File: src/rtl/sdram_arb_pkg.sv
// Shared types and constants for the SDRAM port arbiter: client indices,
// grant encoding, the per-client request bundle and slot phase helper.
package sdram_arb_pkg;

    localparam int SDRAM_ADDR_W = 25;
    localparam int NUM_PORTS    = 3;

    typedef logic [1:0] grant_t;

    localparam grant_t PORT_LOADER = 2'd0;
    localparam grant_t PORT_CPU    = 2'd1;
    localparam grant_t PORT_VIDEO  = 2'd2;
    localparam grant_t PORT_NONE   = 2'd3;

    typedef struct packed {
        logic                    req;
        logic                    we;
        logic [SDRAM_ADDR_W-1:0] addr;
        logic [7:0]              din;
    } port_req_t;

    function automatic int unsigned last_phase(input int unsigned slot_clks);
        return slot_clks - 1;
    endfunction

endpackage

File: src/rtl/sdram_slot_timer.sv
// Slot phase counter, clkref generation and refresh spacing counter.
// Strobes are combinational from registered state; no backpressure.
module sdram_slot_timer
    import sdram_arb_pkg::*;
#(
    parameter int SLOT_CLKS     = 16,
    parameter int REFRESH_EVERY = 8
) (
    input  logic clk,
    input  logic reset,
    input  logic grant_vld,
    output logic clkref,
    output logic pre_end,
    output logic slot_end,
    output logic force_idle
);

    localparam int PH_W  = $clog2(SLOT_CLKS);
    localparam int CNT_W = $clog2(REFRESH_EVERY);

    localparam logic [PH_W-1:0]  PH_LAST  = PH_W'(last_phase(SLOT_CLKS));
    localparam logic [PH_W-1:0]  PH_PRE   = PH_LAST - PH_W'(1);
    localparam logic [CNT_W-1:0] REF_LAST = CNT_W'(REFRESH_EVERY - 1);

    logic [PH_W-1:0]  ph;
    logic [PH_W-1:0]  ph_nxt;
    logic [CNT_W-1:0] ref_cnt;

    assign ph_nxt     = ph + PH_W'(1);
    assign pre_end    = (ph == PH_PRE);
    assign slot_end   = (ph == PH_LAST);
    assign force_idle = slot_end && (ref_cnt == REF_LAST);

    always_ff @(posedge clk) begin
        if (reset) begin
            ph      <= '0;
            clkref  <= 1'b0;
            ref_cnt <= '0;
        end else begin
            ph     <= ph_nxt;
            // high for the first half of the slot; MSB of next phase is 0 there
            clkref <= ~ph_nxt[PH_W-1];
            if (slot_end) begin
                ref_cnt <= grant_vld ? ref_cnt + CNT_W'(1) : '0;
            end
        end
    end

endmodule

File: src/rtl/sdram_port_arb.sv
// Fixed-priority three-client front end for the byte-wide SDRAM controller.
// One access per slot, ack at the last slot phase; clients hold req until ack.
module sdram_port_arb
    import sdram_arb_pkg::*;
#(
    parameter int SLOT_CLKS     = 16,
    parameter int REFRESH_EVERY = 8,
    parameter int ADDR_W        = SDRAM_ADDR_W
) (
    input  logic              clk,
    input  logic              reset,

    input  logic              p0_req,
    input  logic              p0_we,
    input  logic [ADDR_W-1:0] p0_addr,
    input  logic [7:0]        p0_din,
    output logic              p0_ack,
    output logic [7:0]        p0_dout,

    input  logic              p1_req,
    input  logic              p1_we,
    input  logic [ADDR_W-1:0] p1_addr,
    input  logic [7:0]        p1_din,
    output logic              p1_ack,
    output logic [7:0]        p1_dout,

    input  logic              p2_req,
    input  logic              p2_we,
    input  logic [ADDR_W-1:0] p2_addr,
    input  logic [7:0]        p2_din,
    output logic              p2_ack,
    output logic [7:0]        p2_dout,

    output logic              clkref,
    output logic              oe,
    output logic              we,
    output logic [ADDR_W-1:0] addr,
    output logic [7:0]        din,
    input  logic [7:0]        dout,
    output logic              busy
);

    logic pre_end;
    logic slot_end;
    logic force_idle;
    logic grant_vld;

    port_req_t            reqs [NUM_PORTS];
    port_req_t            sel_req;
    grant_t               sel;
    grant_t               grant_q;
    logic [NUM_PORTS-1:0] ack_q;
    logic [7:0]           dout_q [NUM_PORTS];

    sdram_slot_timer #(
        .SLOT_CLKS     (SLOT_CLKS),
        .REFRESH_EVERY (REFRESH_EVERY)
    ) u_timer (
        .clk        (clk),
        .reset      (reset),
        .grant_vld  (grant_vld),
        .clkref     (clkref),
        .pre_end    (pre_end),
        .slot_end   (slot_end),
        .force_idle (force_idle)
    );

    always_comb begin
        reqs[0] = '{req: p0_req, we: p0_we, addr: SDRAM_ADDR_W'(p0_addr), din: p0_din};
        reqs[1] = '{req: p1_req, we: p1_we, addr: SDRAM_ADDR_W'(p1_addr), din: p1_din};
        reqs[2] = '{req: p2_req, we: p2_we, addr: SDRAM_ADDR_W'(p2_addr), din: p2_din};
    end

    // Lowest index wins; a port being acked this cycle still shows its old
    // req, so it is masked out to avoid re-granting the finished request.
    always_comb begin
        sel     = PORT_NONE;
        sel_req = '0;
        for (int i = NUM_PORTS - 1; i >= 0; i--) begin
            if (reqs[i].req && !ack_q[i]) begin
                sel     = grant_t'(i);
                sel_req = reqs[i];
            end
        end
        grant_vld = (sel != PORT_NONE) && !force_idle;
    end

    always_ff @(posedge clk) begin
        if (reset) begin
            grant_q <= PORT_NONE;
            ack_q   <= '0;
            oe      <= 1'b0;
            we      <= 1'b0;
            addr    <= '0;
            din     <= '0;
            busy    <= 1'b0;
            for (int i = 0; i < NUM_PORTS; i++) begin
                dout_q[i] <= '0;
            end
        end else begin
            ack_q <= '0;

            // registering here makes the ack visible during the last phase
            if (pre_end) begin
                for (int i = 0; i < NUM_PORTS; i++) begin
                    if (grant_q == grant_t'(i)) begin
                        ack_q[i] <= 1'b1;
                        if (!we) begin
                            dout_q[i] <= dout;
                        end
                    end
                end
            end

            if (slot_end) begin
                if (grant_vld) begin
                    grant_q <= sel;
                    oe      <= !sel_req.we;
                    we      <= sel_req.we;
                    addr    <= ADDR_W'(sel_req.addr);
                    din     <= sel_req.din;
                    busy    <= 1'b1;
                end else begin
                    grant_q <= PORT_NONE;
                    oe      <= 1'b0;
                    we      <= 1'b0;
                    addr    <= '0;
                    din     <= '0;
                    busy    <= 1'b0;
                end
            end
        end
    end

    assign p0_ack  = ack_q[0];
    assign p1_ack  = ack_q[1];
    assign p2_ack  = ack_q[2];
    assign p0_dout = dout_q[0];
    assign p1_dout = dout_q[1];
    assign p2_dout = dout_q[2];

endmodule

File: config.mk
export PLATFORM = sky130hd
export DESIGN_NAME = sdram_port_arb
export DESIGN_NICKNAME = d
export VERILOG_FILES = /design/src/rtl/sdram_arb_pkg.sv /design/src/rtl/sdram_slot_timer.sv /design/src/rtl/sdram_port_arb.sv
export SDC_FILE = /design/constraint.sdc
export NUM_CORES = 1
export LEC_CHECK = 0
export BUFFER_PORTS_ARGS = -buffer_cell sky130_fd_sc_hd__buf_4
export CAP_MARGIN = 25
export CORE_MARGIN = 2
export CORE_UTILIZATION = 48
export DETAILED_ROUTE_END_ITERATION = 8
export PLACE_DENSITY_LB_ADDON = 0.15
export SLEW_MARGIN = 20
export SYNTH_ARGS = -nofsm -noshare
export SYNTH_HDL_FRONTEND = slang
export SYNTH_SLANG_ARGS = --single-unit
File: constraint.sdc
create_clock -name clk -period 4.4 [get_ports clk]
set_clock_uncertainty 0.2 [all_clocks]
set_input_delay 0.88 -clock clk [delete_from_list [all_inputs] [get_ports clk]]
set_output_delay 0.88 -clock clk [all_outputs]
set_load 0.03 [all_outputs]
# Word-level counts from Yosys, hierarchy flattened
# Memories as Yosys holds them, arrays and structs flattened.
# Index checks and enable logic that the tools add are counted.
# Widths: inputs -> output; s select.
totals:
  register_bits: 49
  mem_bits_rw: 24
  inputBits: 115
  word_cells: 70
  memories: 1
mem_list:
  columns: ["memory", "words", "word_bits", "rd", "rd_ports_with_merged_regs", "wr", "line", "rtl"]
  rows:
  - ["dout_q", 3, 8, 3, 0, 3, "sdram_port_arb.sv:53", "logic [7:0] dout_q [NUM_PORTS];"]
op_classes:
  n_addsub: 2
  eq_ne: 6
  n_mux: 34
  bitwise: 5
  reduce_logical: 12
op_table:
  columns: ["op", "n"]
  rows:
  - ["$mux 34", 3]
  - ["$mux 8", 4]
  - ["$mux 25", 1]
  - ["$mux 1", 22]
  - ["$eq 4x4->1 const B", 2]
  - ["$mux 2", 3]
  - ["$logic_and 1x1->1", 5]
  - ["$logic_not 1->1", 5]
  - ["$add 4x1->4 const B", 1]
  - ["$add 3x1->3 const B", 1]
  - ["$eq 3x3->1 const B", 1]
  - ["$mux 3", 1]
  - ["$or 1x1->1", 3]
  - ["$eq 2x1->1 const B", 1]
  - ["$eq 2x2->1 const B", 1]
  - ["$logic_not 2->1", 1]
  - ["$ne 2x2->1 const B", 1]
  - ["$not 1->1", 2]
  - ["$reduce_or 2->1", 1]

# Logic depth before layout (Yosys ltp)
# Gate-level depths: netlist of run 1.
logic_depth:
  ltp_word: 8
  mapped_depth: 7
  depth_no_buf: 6

# By module
# From an unflattened synthesis of run 1, not the netlist that was laid out.
unflattened:
  cells_unflattened: 304
  hier_area_um2: 3139.3
by_module_without_submodules:
  columns: ["module", "instances", "cells_each", "area_each_um2"]
  rows:
  - ["sdram_port_arb", 1, 268, 2757.6]
  - ["sdram_slot_timer", 1, 36, 381.6]

# Least setup slack after synthesis of run 1
# No wires, ideal clock.
synth_timing:
  path_type: "input to register"
  from: "input port p0_req"
  to: "register addr[10]"
  t_arrival_ns: 2.097
  required_time_ns: 4.116
  path_slack_ns: 2.019
  cell_stages: 7
  path_buffers: 3
  cell_sequence: "nor2b_1 -> buf_4 -> nor3_1 -> or4_4 -> buf_6 -> buf_6 -> o31ai_2"
synth_via:
  elab_chain_cells: 5
  word_cells_on_any_way: 6
  classes_between: "1 x eq/ne; 3 x mux; 2 x reduce/logical"
synth_rtl:
  columns: ["item", "line", "rtl"]
  rows:
  - ["from (decl)", "sdram_port_arb.sv:13", "input logic p0_req,"]
  - ["$logic_and 1x1->1 (*)", "sdram_port_arb.sv:80", "if (reqs[i].req && !ack_q[i]) begin"]
  - ["$mux 2", "sdram_port_arb.sv:80", null]
  - ["$ne 2x2->1", "sdram_port_arb.sv:85", "grant_vld = (sel != PORT_NONE) && !force_idle;"]
  - ["$logic_and 1x1->1", "sdram_port_arb.sv:85", null]
  - ["$mux 25 (*)", "sdram_port_arb.sv:116", "if (grant_vld) begin"]
  - ["to (signal assigned)", "sdram_port_arb.sv:120", "addr <= ADDR_W'(sel_req.addr);"]
  - ["to (decl)", "sdram_port_arb.sv:37", "output logic [ADDR_W-1:0] addr,"]
# Every way passes the cells marked *; elsewhere a longest branch is shown, timed or not.
# A chain may end at the register's enable or synchronous reset.

# Final worst setup path of run 1
layout_timing:
  from: "input port p1_req"
  to: "register addr[8]"
layout_via:
  elab_chain_cells: 6
  word_cells_on_any_way: 8
  classes_between: "1 x eq/ne; 5 x mux; 2 x reduce/logical"
layout_rtl:
  columns: ["item", "line", "rtl"]
  rows:
  - ["from (decl)", "sdram_port_arb.sv:20", "input logic p1_req,"]
  - ["$logic_and 1x1->1 (*)", "sdram_port_arb.sv:80", null]
  - ["$mux 2 (2 in series)", "sdram_port_arb.sv:80", null]
  - ["$ne 2x2->1", "sdram_port_arb.sv:85", null]
  - ["$logic_and 1x1->1", "sdram_port_arb.sv:85", null]
  - ["$mux 25 (*)", "sdram_port_arb.sv:116", null]
# Marked as above.

==> results of run 1 <==
==> worst max path at each step <==
stage | endpoint | slack, ns | from | depth (start not counted)
floorplan | addr[10]$_SDFFE_PP0P_ | 2.02 | p0_req | 7
global placement | addr[19]$_SDFFE_PP0P_ | 1.37 | p1_req | 5
detailed placement | addr[8]$_SDFFE_PP0P_ | 1.28 | p1_req | 5
CTS | addr[8]$_SDFFE_PP0P_ | 1.62 | p1_req | 5
global route | addr[17]$_SDFFE_PP0P_ | 1.53 | p1_req | 7
finish | addr[8]$_SDFFE_PP0P_ | 1.61 | p1_req | 5
==> synthesized netlist by cell type, drive strengths merged, types with 2 or more instances <==
master / number / area share, %
nor2b: 3 / 0.59
a21oi: 2 / 0.31
a22oi: 2 / 0.47
nor2: 43 / 5.1
o41ai: 2 / 0.55
buf: 6 / 1.9
a221oi: 33 / 9.1
and3: 2 / 0.39
clkbuf: 18 / 2.1
edfxtp: 24 / 23
nor3: 3 / 0.47
nand2: 35 / 4.1
ha: 4 / 1.6
a21o: 2 / 0.47
nand2b: 4 / 0.79
o31ai: 33 / 12
and2: 9 / 1.8
o22ai: 2 / 0.39
dfxtp: 49 / 31
nand3: 3 / 0.63
inv: 4 / 0.47
o21ai: 3 / 0.47
==> layer usage <==
layer  vias to the layer above  part of all wire, %  wire (um)  track usage, %
met3                        14                  8.7        839            5.93
li1                       1447                    -          -               -
met5                         -                    0          0               0
met1                      1485                   37       3580            28.7
met2                       166                   53       5070            45.7
met4                         0                  1.3        126            10.8
==> through the flow <==
stage	util (%)	std cells	hold slack, ns
after detailed placement	71.3	532	0.248
final	74.5	548	0.266
after global routing	74.5	548	0.286
after CTS	74.5	548	0.270
after global placement	71.3	532	0.240
after floorplan	-	296	0.230
==> flip-flops by register name, indices dropped and copies added (netlist names), 2 cells and up <==
name,count
addr,25
dout_q,24
din,8
u_timer.ph,4
ack_q,3
u_timer.ref_cnt,3
grant_q,2
==> power by group through the flow <==
stage / Combinational (uW) / Sequential [uW] / Clock (uW)
after floorplan: 62.4 / 741 / 0
after global placement: 188 / 724 / 0
after detailed placement: 191 / 725 / 0
after CTS: 191 / 709 / 538
after global routing: 205 / 710 / 572
final: 192 / 709 / 531
==> critical path: cells and delay by family <==
kind,cells,cell delay [ns]
simple gates,3,1.49
compound gates,1,0.36
buf+inv,1,0.08
==> cell type report <==
type | instances | area, um^2
clock inverter | 7 | 76.3
inverter | 4 | 15.0
clock buffer | 9 | 124
fill | 459 | 1630
sequential | 73 | 1700
multi-input combinational | 195 | 1370
tap | 77 | 96.3
timing repair buffer | 183 | 1370
==> cells by family after synthesis <==
group                      count (synthesis)  share of synthesized area [%]
AOI/OAI and AO/OA                         83                           25.1
xor gates and xnor gates                   2                          0.550
adders and majority gates                  4                           1.57
buffers and inverters                     28                           4.48
DFF                                       73                           53.4
muxes                                      1                          0.314
and+or+nand+nor                          105                           14.6
==> out/results.tsv, run 1 <==
metric	value	unit
die area	0.00731	mm^2
initial antenna violation count	0	
DR vias/cell	5.68	
post-layout min period	2.79	ns
post-CTS sizing	0	
crit path max fanout	34	
RePlAce Congestion	0.813	
Reg power frac	49.5	%
TritonCTS clock tree	done	
global-route usage over all layers	25.4	%
Total Power	1430	uW
Worst Max-Slew Pin Slew	1.02	ns
post-synth cell types	36	
CP max-delay cell	or4_4	
first-pass GRT wire length	14400	um
CORE AREA	0.00639	mm^2
DRC	0	
hold depth	2	
Die Height	85.5	um
sw power	365	uW
final instance area	0.00475	mm^2
commonest non-fill, non-tap cells in the layout	buf_4 (183), dfxtp_1 (49), nor2_1 (41), nand2_1 (35), a221oi_1 (33)	
Yosys Warn Count	0	
FF-to-FF path depth	4	
Worst path max stage delay	0.73	ns
Area Growth Syn to Fin	49.2	%
Clock Power Share	37.1	%
row cnt	29	
buffer count from post-CTS setup fixing	0	
Pins Over Slew Limit	0	
Leakage	0.00212	uW
fin worst setup slack	1.61	ns
#FFs+latches synth	73	
DRT Wirelength	9610	um
Sw Ratio	25.5	%
Starting Density	49.9	%
unrepaired setup endpoints after global routing	no	
status	finished clean	
Fin. Hold Viols	0	
max_cap viols	0	
Final period util	63.5	%
Mapped Area	0.00319	mm^2
Worst Hold Class	flip-flop to flip-flop	
CTS Hold Bufs	0	
Worst Hold Path EP	addr[14]$_SDFFE_PP0P_	
RR Startpoint	ack_q[1]$_SDFF_PP0_	
vias in the first global route	3019	
Inserted Diodes	0	
total via count in the routed design	3112	
Comb pwr share	13.4	%
Post-Syn Nets	415	
hold path startpoint	addr[14]$_SDFFE_PP0P_	
syn avg cell area	10.8	um^2
Worst Setup End Kind	flip-flop	
reg2reg end	addr[8]$_SDFFE_PP0P_	
pre-CTS setup slack	1.28	ns
Die X	85.5	um
total global routing overflow	0	
Max clock buf depth	2	
WL/cell	17.5	um
flop2flop setup slack	1.91	ns
Post-DP Area	0.00455	mm^2
VDD IR max	206	uV
clock sinks	73	
setup TNS	0	ns
Crit path arrival time	2.84	ns
Most used DFF post-synth	dfxtp_1	
PwrDens	301	mW/mm^2
Internal Power	1070	uW
number of flops mapped to enable cells by yosys	24	
Rel. slew slack	31.3	%
Post-Synthesis Cells	296	
# H-tree levels	3	
Post-layout nets	585	
clk root buf	clkbuf_8	
Port Buffer Count	178	
post-synthesis sequential area ratio	53.4	%
largest net degree at the start of global routing	38	
fmax	358	MHz
DRT iter0 DRCs	203	
worst path required time	4.45	ns
WS Path Type	input pin to flip-flop	
Final Setup Violations	0	
Cell Chain, Critical Path	buf_4, nor2b_2, nor3_1, or4_4, o31ai_2	
layout cells sized above 1	50.1	%
antenna-violating nets left	0	
commonest non-fill, non-tap cell in the layout	buf_4	
clock-pin transition on the worst setup and hold timing paths	0.08	ns
First-pass DRT Iterations	4	
cts bufs inserted	9	
ys async rst share	0	%
worst skew pair latency	0.34	ns
Worst Setup Start Kind	input pin	
Top Ports	179	
post-detail-place hpwl	6970	um
Power figures use the tool's default switching activity.
==> run 2, diff against run 1 <==
ABC_AREA = 1   (was default)
CORE_UTILIZATION = 43   (was 48)
clock period = 2.4 ns   (was 4.4 ns; I/O delays follow)
==> out/results.tsv, run 2 <==
metric	value	unit	change
status	finished clean		unchanged
final instance area	0.00569	mm^2	was 0.00475 mm^2
Internal Power	2000	uW	was 1070 uW
clock-pin transition on the worst setup and hold timing paths	0.08	ns	about the same
Largest regs	addr: 25 flops, dout_q: 24 flops, din: 8 flops		unchanged
Cell Chain, Critical Path	inv_1, ha_1, nand3_1, nor2_1, inv_1, nor3_1, nand2_1, nand2_1		was buf_4, nor2b_2, nor3_1, or4_4, o31ai_2
#FFs+latches synth	73		unchanged
first-pass GRT wire length	18500	um	was 14,400 um
Die Height	101	um	was 85.5 um
Leakage	0.00312	uW	was 0.00212 uW
Clock Power Share	37.1	%	about the same
largest net degree at the start of global routing	40		was 38
Post-layout nets	913		was 585
Post-Synthesis Cells	628		was 296
Inserted Diodes	0		unchanged
WL/cell	12.6	um	was 17.5 um
vias in the first global route	3890		was 3,019
Top Ports	179		unchanged
Final period util	88.2	%	
Worst Setup End Kind	flip-flop		unchanged
post-CTS sizing	0		unchanged
Comb pwr share	15.2	%	was 13.4%
fmax	472	MHz	
Worst path max stage delay	0.34	ns	was 0.73 ns
Worst Max-Slew Pin Slew	0.684	ns	was 1.02 ns
Rel. slew slack	54.2	%	was 31.3%
post-layout min period	2.12	ns	
worst skew pair latency	0.34	ns	about the same
ys async rst share	0	%	unchanged
number of flops mapped to enable cells by yosys	24		unchanged
Largest register FFs	25		unchanged
total via count in the routed design	4365		was 3,112
Largest Register	addr		unchanged
CTS Hold Bufs	0		unchanged
post-synth cell types	27		was 36
layout cells sized above 1	27.5	%	was 50.1%
RePlAce Congestion	0.835		was 0.813
Post-Syn Nets	747		was 415
die area	0.0103	mm^2	was 0.00731 mm^2
commonest non-fill, non-tap cell in the layout	buf_4		unchanged
Die X	101	um	was 85.5 um
cts bufs inserted	9		unchanged
Area Growth Syn to Fin	39.9	%	was 49.2%
CP max-delay cell	dfxtp_1		was or4_4
sw power	725	uW	was 365 uW
Post-DP Area	0.00548	mm^2	was 0.00455 mm^2
TritonCTS clock tree	done		unchanged
WS Path Type	flip-flop to flip-flop		was input pin to flip-flop
syn avg cell area	6.48	um^2	was 10.8 um^2
area leader, netlist	dfxtp_1		unchanged
VDD IR max	268	uV	was 206 uV
post-synthesis sequential area ratio	41.8	%	was 53.4%
setup TNS	0	ns	unchanged
Worst Hold Class	flip-flop to flip-flop		unchanged
initial antenna violation count	0		unchanged
Port Buffer Count	178		unchanged
post-synth top area share	24.1	%	was 30.8%
number of filler cells placed in the layout	868		was 459
Worst Setup Start Kind	flip-flop		was input pin
worst path required time	2.20	ns	was 4.45 ns
met2 Use GR	38.1	%	was 45.7%
Reg power frac	47.7	%	was 49.5%
cell family with most CP delay	simple AND/OR/NAND/NOR gates		unchanged
register area	0.00170	mm^2	unchanged
CORE AREA	0.00920	mm^2	was 0.00639 mm^2
crit path max fanout	8		was 34
DRC	0		unchanged
Final Setup Violations	0		unchanged
PwrDens	479	mW/mm^2	was 301 mW/mm^2
multi-input combinational cell area	0.00184	mm^2	was 0.00137 mm^2
Sw Ratio	26.6	%	was 25.5%
met1 usage	29.8	%	was 28.7%
DRT Wirelength	11400	um	was 9610 um
clk root buf	clkbuf_8		unchanged
Max clock buf depth	2		unchanged
# H-tree levels	3		unchanged
Crit path arrival time	1.92	ns	was 2.84 ns
Most used DFF post-synth	dfxtp_1		unchanged
buffer count from post-CTS setup fixing	0		unchanged
antenna-violating nets left	0		unchanged
Starting Density	44.2	%	was 49.9%
max_cap viols	0		unchanged
post-detail-place hpwl	8560	um	was 6970 um
global-route usage over all layers	22.8	%	was 25.4%
M3 GR Usage	4.90	%	was 5.93%
total global routing overflow	0		unchanged
top cells by area, synth	dfxtp_1 (24%), edfxtp_1 (18%), nor2_1 (16%), nand3_1 (13%), nand2_1 (11%)		was dfxtp_1 (31%), edfxtp_1 (23%), o31ai_2 (11%), a221oi_1 (9.1%), nor2_1 (5.1%)
Pins Over Slew Limit	0		unchanged
DRT iter0 DRCs	202		was 203
First-pass DRT Iterations	5		was 4
top-count cell post-synth	nor2_1		was dfxtp_1
busiest grt layer	met2		unchanged
Yosys Warn Count	0		unchanged
row cnt	35		was 29
Mapped Area	0.00407	mm^2	was 0.00319 mm^2
DR vias/cell	4.80		was 5.68
commonest non-fill, non-tap cells in the layout	buf_4 (192), nor2_1 (175), nand2_1 (119), nand3_1 (104), inv_1 (85)		was buf_4 (183), dfxtp_1 (49), nor2_1 (41), nand2_1 (35), a221oi_1 (33)
unrepaired setup endpoints after global routing	no		unchanged
synth cell count leaders	nor2_1 (175), nand2_1 (119), nand3_1 (104)		was dfxtp_1 (49), nor2_1 (43), nand2_1 (35)
Fin. Hold Viols	0		unchanged
clock sinks	73		unchanged
Bufs and invs on worst path	2		was 1
run 2: power groups by stage:
stage          Clock (uW)  Combinational, uW  Sequential [uW]
2_1_floorplan           0                173             1360
3_3_place_gp            0                412             1330
3_5_place_dp            0                415             1330
4_1_cts              1030                416             1300
5_1_grt              1080                459             1300
6_report             1010                415             1300
run 2: kinds of logic (layout without fill, tap and decap cells):
family,count (synthesis),after routing,synth area share (%)
simple gates,407,407,41.5
compound gates,14,14,1.97
buf+inv,128,299,13.0
fa+ha+maj,4,4,1.23
xor+xnor,2,2,0.431
flops,73,73,41.8
run 2: metrics by stage:
stage	total power (uW)	utilization [%]	cells	hold WS (ns)	setup slack, ns
3_5_place_dp	1740	59.6	893	0.254	0.223
5_1_grt	2840	61.9	910	0.272	0.144
6_report	2730	61.9	910	0.269	0.284
4_1_cts	2750	61.9	909	0.265	0.289
2_1_floorplan	1530	-	628	0.230	0.275
3_3_place_gp	1740	59.6	893	0.245	0.414
run 2: per-layer routing:
metal  part of all wire [%]  vias up
li1                       -     2256
met1                     43     1924
met2                     48      175
met3                    7.5       10
met4                   0.97        0
met5                      0        -
run 2: worst paths after layout:
path / to / depth (start not counted) / from / slack [ns]
min reg2reg: u_timer.ph[0]$_SDFF_PP0_ / 1 / u_timer.ph[0]$_SDFF_PP0_ / 0.27
max reg2reg: dout_q[0][22]$_DFFE_PP_ / 8 / u_timer.ph[0]$_SDFF_PP0_ / 0.28
min: u_timer.ph[0]$_SDFF_PP0_ / 1 / u_timer.ph[0]$_SDFF_PP0_ / 0.27
max: dout_q[0][22]$_DFFE_PP_ / 8 / u_timer.ph[0]$_SDFF_PP0_ / 0.28
run 2: worst reg2reg max path, cell delays in order (launching register included):
cell	delay, ns
dfxtp_1	0.34
inv_1	0.07
ha_1	0.14
nand3_1	0.11
nor2_1	0.14
inv_1	0.08
nor3_1	0.26
nand2_1	0.13
nand2_1	0.32
run 2: final cells by class:
type / instances / area share, %
Multi-Input combinational cell: 427 / 32.4
Clock buffer: 9 / 2.18
Sequential cell: 73 / 29.9
Clock inverter: 7 / 1.47
Timing Repair Buffer: 194 / 25.8
Tap cell: 111 / 2.44
Inverter: 89 / 5.87
==> run 3, diff against run 2 <==
SYNTH_HIERARCHICAL = 1   (was default)
==> out/results.tsv, run 3 <==
metric	value	unit	change
status	finished clean		unchanged
Worst Max-Slew Pin Slew	0.782	ns	was 0.684 ns
# H-tree levels	3		unchanged
Rel. slew slack	47.6	%	was 54.2%
CP max-delay cell	dfxtp_1		unchanged
hold path startpoint	reset		was u_timer.ph[0]$_SDFF_PP0_
hold_ws	0.219	ns	was 0.269 ns
Post-Syn Nets	676		was 747
post-detail-place hpwl	7810	um	was 8560 um
Total Power	2690	uW	was 2730 uW
crit path max fanout	8		unchanged
commonest non-fill, non-tap cell in the layout	buf_4		unchanged
area leader, netlist	dfxtp_1		unchanged
worst skew pair latency	0.34	ns	about the same
Most used DFF post-synth	dfxtp_1		unchanged
row cnt	34		was 35
Post-layout nets	838		was 913
cts bufs inserted	9		unchanged
Die X	99.0	um	was 101 um
post-CTS sizing	0		unchanged
total via count in the routed design	4135		was 4,365
post-synth top area share	25.3	%	was 24.1%
number of flops mapped to enable cells by yosys	24		unchanged
die area	0.00980	mm^2	was 0.0103 mm^2
DRT Wirelength	11400	um	about the same
PwrDens	494	mW/mm^2	was 479 mW/mm^2
Starting Density	44.5	%	was 44.2%
CORE AREA	0.00872	mm^2	was 0.00920 mm^2
First-pass DRT Iterations	5		unchanged
DRT iter0 DRCs	140		was 202
unrepaired setup endpoints after global routing	no		unchanged
post-layout min period	2.07	ns	was 2.12 ns
RePlAce Congestion	0.771		was 0.835
Mapped Area	0.00388	mm^2	was 0.00407 mm^2
Top Ports	179		unchanged
final instance area	0.00545	mm^2	was 0.00569 mm^2
WS Path Type	flip-flop to flip-flop		unchanged
Post-Synthesis Cells	557		was 628
Worst Setup Start Kind	flip-flop		unchanged
ys async rst share	0	%	unchanged
clk root buf	clkbuf_8		unchanged
clock sinks	73		unchanged
Pins Over Slew Limit	0		unchanged
fmax	484	MHz	was 472 MHz
commonest non-fill, non-tap cells in the layout	buf_4 (185), nor2_1 (159), nand2_1 (126), nand3_1 (72), dfxtp_1 (49)		was buf_4 (192), nor2_1 (175), nand2_1 (119), nand3_1 (104), inv_1 (85)
hold depth	3		was 1
CTS Hold Bufs	0		unchanged
buffer count from post-CTS setup fixing	0		unchanged
DRC	0		unchanged
max_cap viols	0		unchanged
largest net degree at the start of global routing	71		was 40
clock-pin transition on the worst setup and hold timing paths	0.08	ns	about the same
RR Startpoint	u_timer/ph[0]$_SDFF_PP0_		was u_timer.ph[0]$_SDFF_PP0_
total global routing overflow	0		unchanged
top cells by area, synth	dfxtp_1 (25%), edfxtp_1 (19%), nor2_1 (15%), nand2_1 (12%), nand3_1 (9.3%)		was dfxtp_1 (24%), edfxtp_1 (18%), nor2_1 (16%), nand3_1 (13%), nand2_1 (11%)
Crit path arrival time	2.03	ns	was 1.92 ns
setup TNS	0	ns	unchanged
Fin. Hold Viols	0		unchanged
Yosys Warn Count	6		was 0
Final period util	86.1	%	was 88.2%
Worst path max stage delay	0.37	ns	was 0.34 ns
WL/cell	13.7	um	was 12.6 um
Area Growth Syn to Fin	40.4	%	was 39.9%
Largest Register	addr		unchanged
post-synthesis sequential area ratio	43.8	%	was 41.8%
Largest register FFs	25		unchanged
Inserted Diodes	0		unchanged
global-route usage over all layers	23.5	%	was 22.8%
syn avg cell area	6.97	um^2	was 6.48 um^2
antenna-violating nets left	0		unchanged
DR vias/cell	4.97		was 4.80
vias in the first global route	3981		was 3,890
Setup crit start	u_timer/ph[0]$_SDFF_PP0_		was u_timer.ph[0]$_SDFF_PP0_
Worst Setup End Kind	flip-flop		unchanged
Die Height	99.0	um	was 101 um
Post-DP Area	0.00525	mm^2	was 0.00548 mm^2
synth cell count leaders	nor2_1 (159), nand2_1 (127), nand3_1 (72)		was nor2_1 (175), nand2_1 (119), nand3_1 (104)
top-count cell post-synth	nor2_1		unchanged
Port Buffer Count	178		unchanged
Largest regs	addr: 25 flops, dout_q: 24 flops, din: 8 flops		unchanged
flop2flop setup slack	0.33	ns	was 0.28 ns
Max clock buf depth	2		unchanged
Leakage	0.00259	uW	was 0.00312 uW
initial antenna violation count	0		unchanged
Cell Chain, Critical Path	inv_1, ha_1, and3_2, inv_1, nor2_1, o211ai_1, nor2_1		was inv_1, ha_1, nand3_1, nor2_1, inv_1, nor3_1, nand2_1, nand2_1
post-synth cell types	26		was 27
Worst Hold Class	input pin to flip-flop		was flip-flop to flip-flop
TritonCTS clock tree	done		unchanged
VDD IR max	337	uV	was 268 uV
reg2reg end	dout_q[0][2]$_DFFE_PP_		was dout_q[0][22]$_DFFE_PP_
worst path required time	2.36	ns	was 2.20 ns
first-pass GRT wire length	18700	um	was 18,500 um
#FFs+latches synth	73		unchanged
layout cells sized above 1	31.9	%	was 27.5%
Worst Hold Path EP	grant_q[1]$_SDFFE_PP1P_		was u_timer.ph[0]$_SDFF_PP0_
Final Setup Violations	0		unchanged
FF-to-FF path depth	7		was 8
[run 3: changes by cell type after synthesis, sizes merged, moves of 2 or more]
| cell | previous run | this run |
|---|---|---|
| a21oi | 8 | 37 |
| buf | 26 | 23 |
| inv | 88 | 33 |
| nand2 | 120 | 129 |
| nand3 | 106 | 74 |
| nand4 | 0 | 2 |
| nor2 | 176 | 161 |
| or2 | 2 | 0 |
[run 3: how the worst max path moves through the flow]
stage	to	slack, ns
3_3_place_gp	grant_q[1]$_SDFFE_PP1P_	0.42
2_1_floorplan	addr[22]$_SDFFE_PP0P_	0.55
5_1_grt	addr[16]$_SDFFE_PP0P_	0.11
4_1_cts	addr[16]$_SDFFE_PP0P_	0.31
6_report	dout_q[0][2]$_DFFE_PP_	0.33
3_5_place_dp	addr[16]$_SDFFE_PP0P_	0.33
[run 3: kinds of logic (layout without fill, tap and decap cells)]
kind of cell,after synthesis,in the layout,share of synthesized area [%]
compound gates,41,41,7.22
flops,73,73,43.8
buf+inv,68,235,7.83
xor+xnor,1,1,0.226
fa+ha+maj,4,4,1.29
simple gates,370,370,39.6
[run 3: power breakdown]
group	switching, uW	leakage [uW]	internal [uW]	total [uW]
clock network	481	0.000101	490	971
registers	10.7	0.000643	1290	1300
logic	210	0.00184	210	421
[run 3: worst max-delay path, delay by kind of cell (launching register included)]
| family | cells | cell delay, ns |
|---|---|---|
| simple gates | 3 | 0.67 |
| flops | 1 | 0.37 |
| compound gates | 1 | 0.37 |
| fa+ha+maj | 1 | 0.14 |
| buf+inv | 2 | 0.13 |
[run 3: metrics by stage]
| stage | setup WS, ns | util [%] | std cells |
|---|---|---|---|
| finish | 0.333 | 62.5 | 832 |
| global route | 0.109 | 62.5 | 832 |
| global placement | 0.416 | 60.2 | 816 |
| detailed placement | 0.334 | 60.2 | 816 |
| floorplan | 0.551 | - | 557 |
| CTS | 0.309 | 62.5 | 832 |
[run 3: per-layer routing]
layer  up-vias  global-route usage (%)  routed length [um]
met3        18                    3.83                 865
li1       2089                       -                   -
met5         -                       0                   0
met4         0                    9.17                 270
met1      1867                    30.1                4740
met2       161                    39.8                5500
[run 3: layout make-up]
cell class / instances / area (um^2)
clock inverters: 7 / 80.1
flip-flops and latches: 73 / 1700
repair buffers: 186 / 1410
multi-input cells: 416 / 1880
well taps: 108 / 135
clock buffers: 9 / 124
fillers: 797 / 3270
inverters: 33 / 124
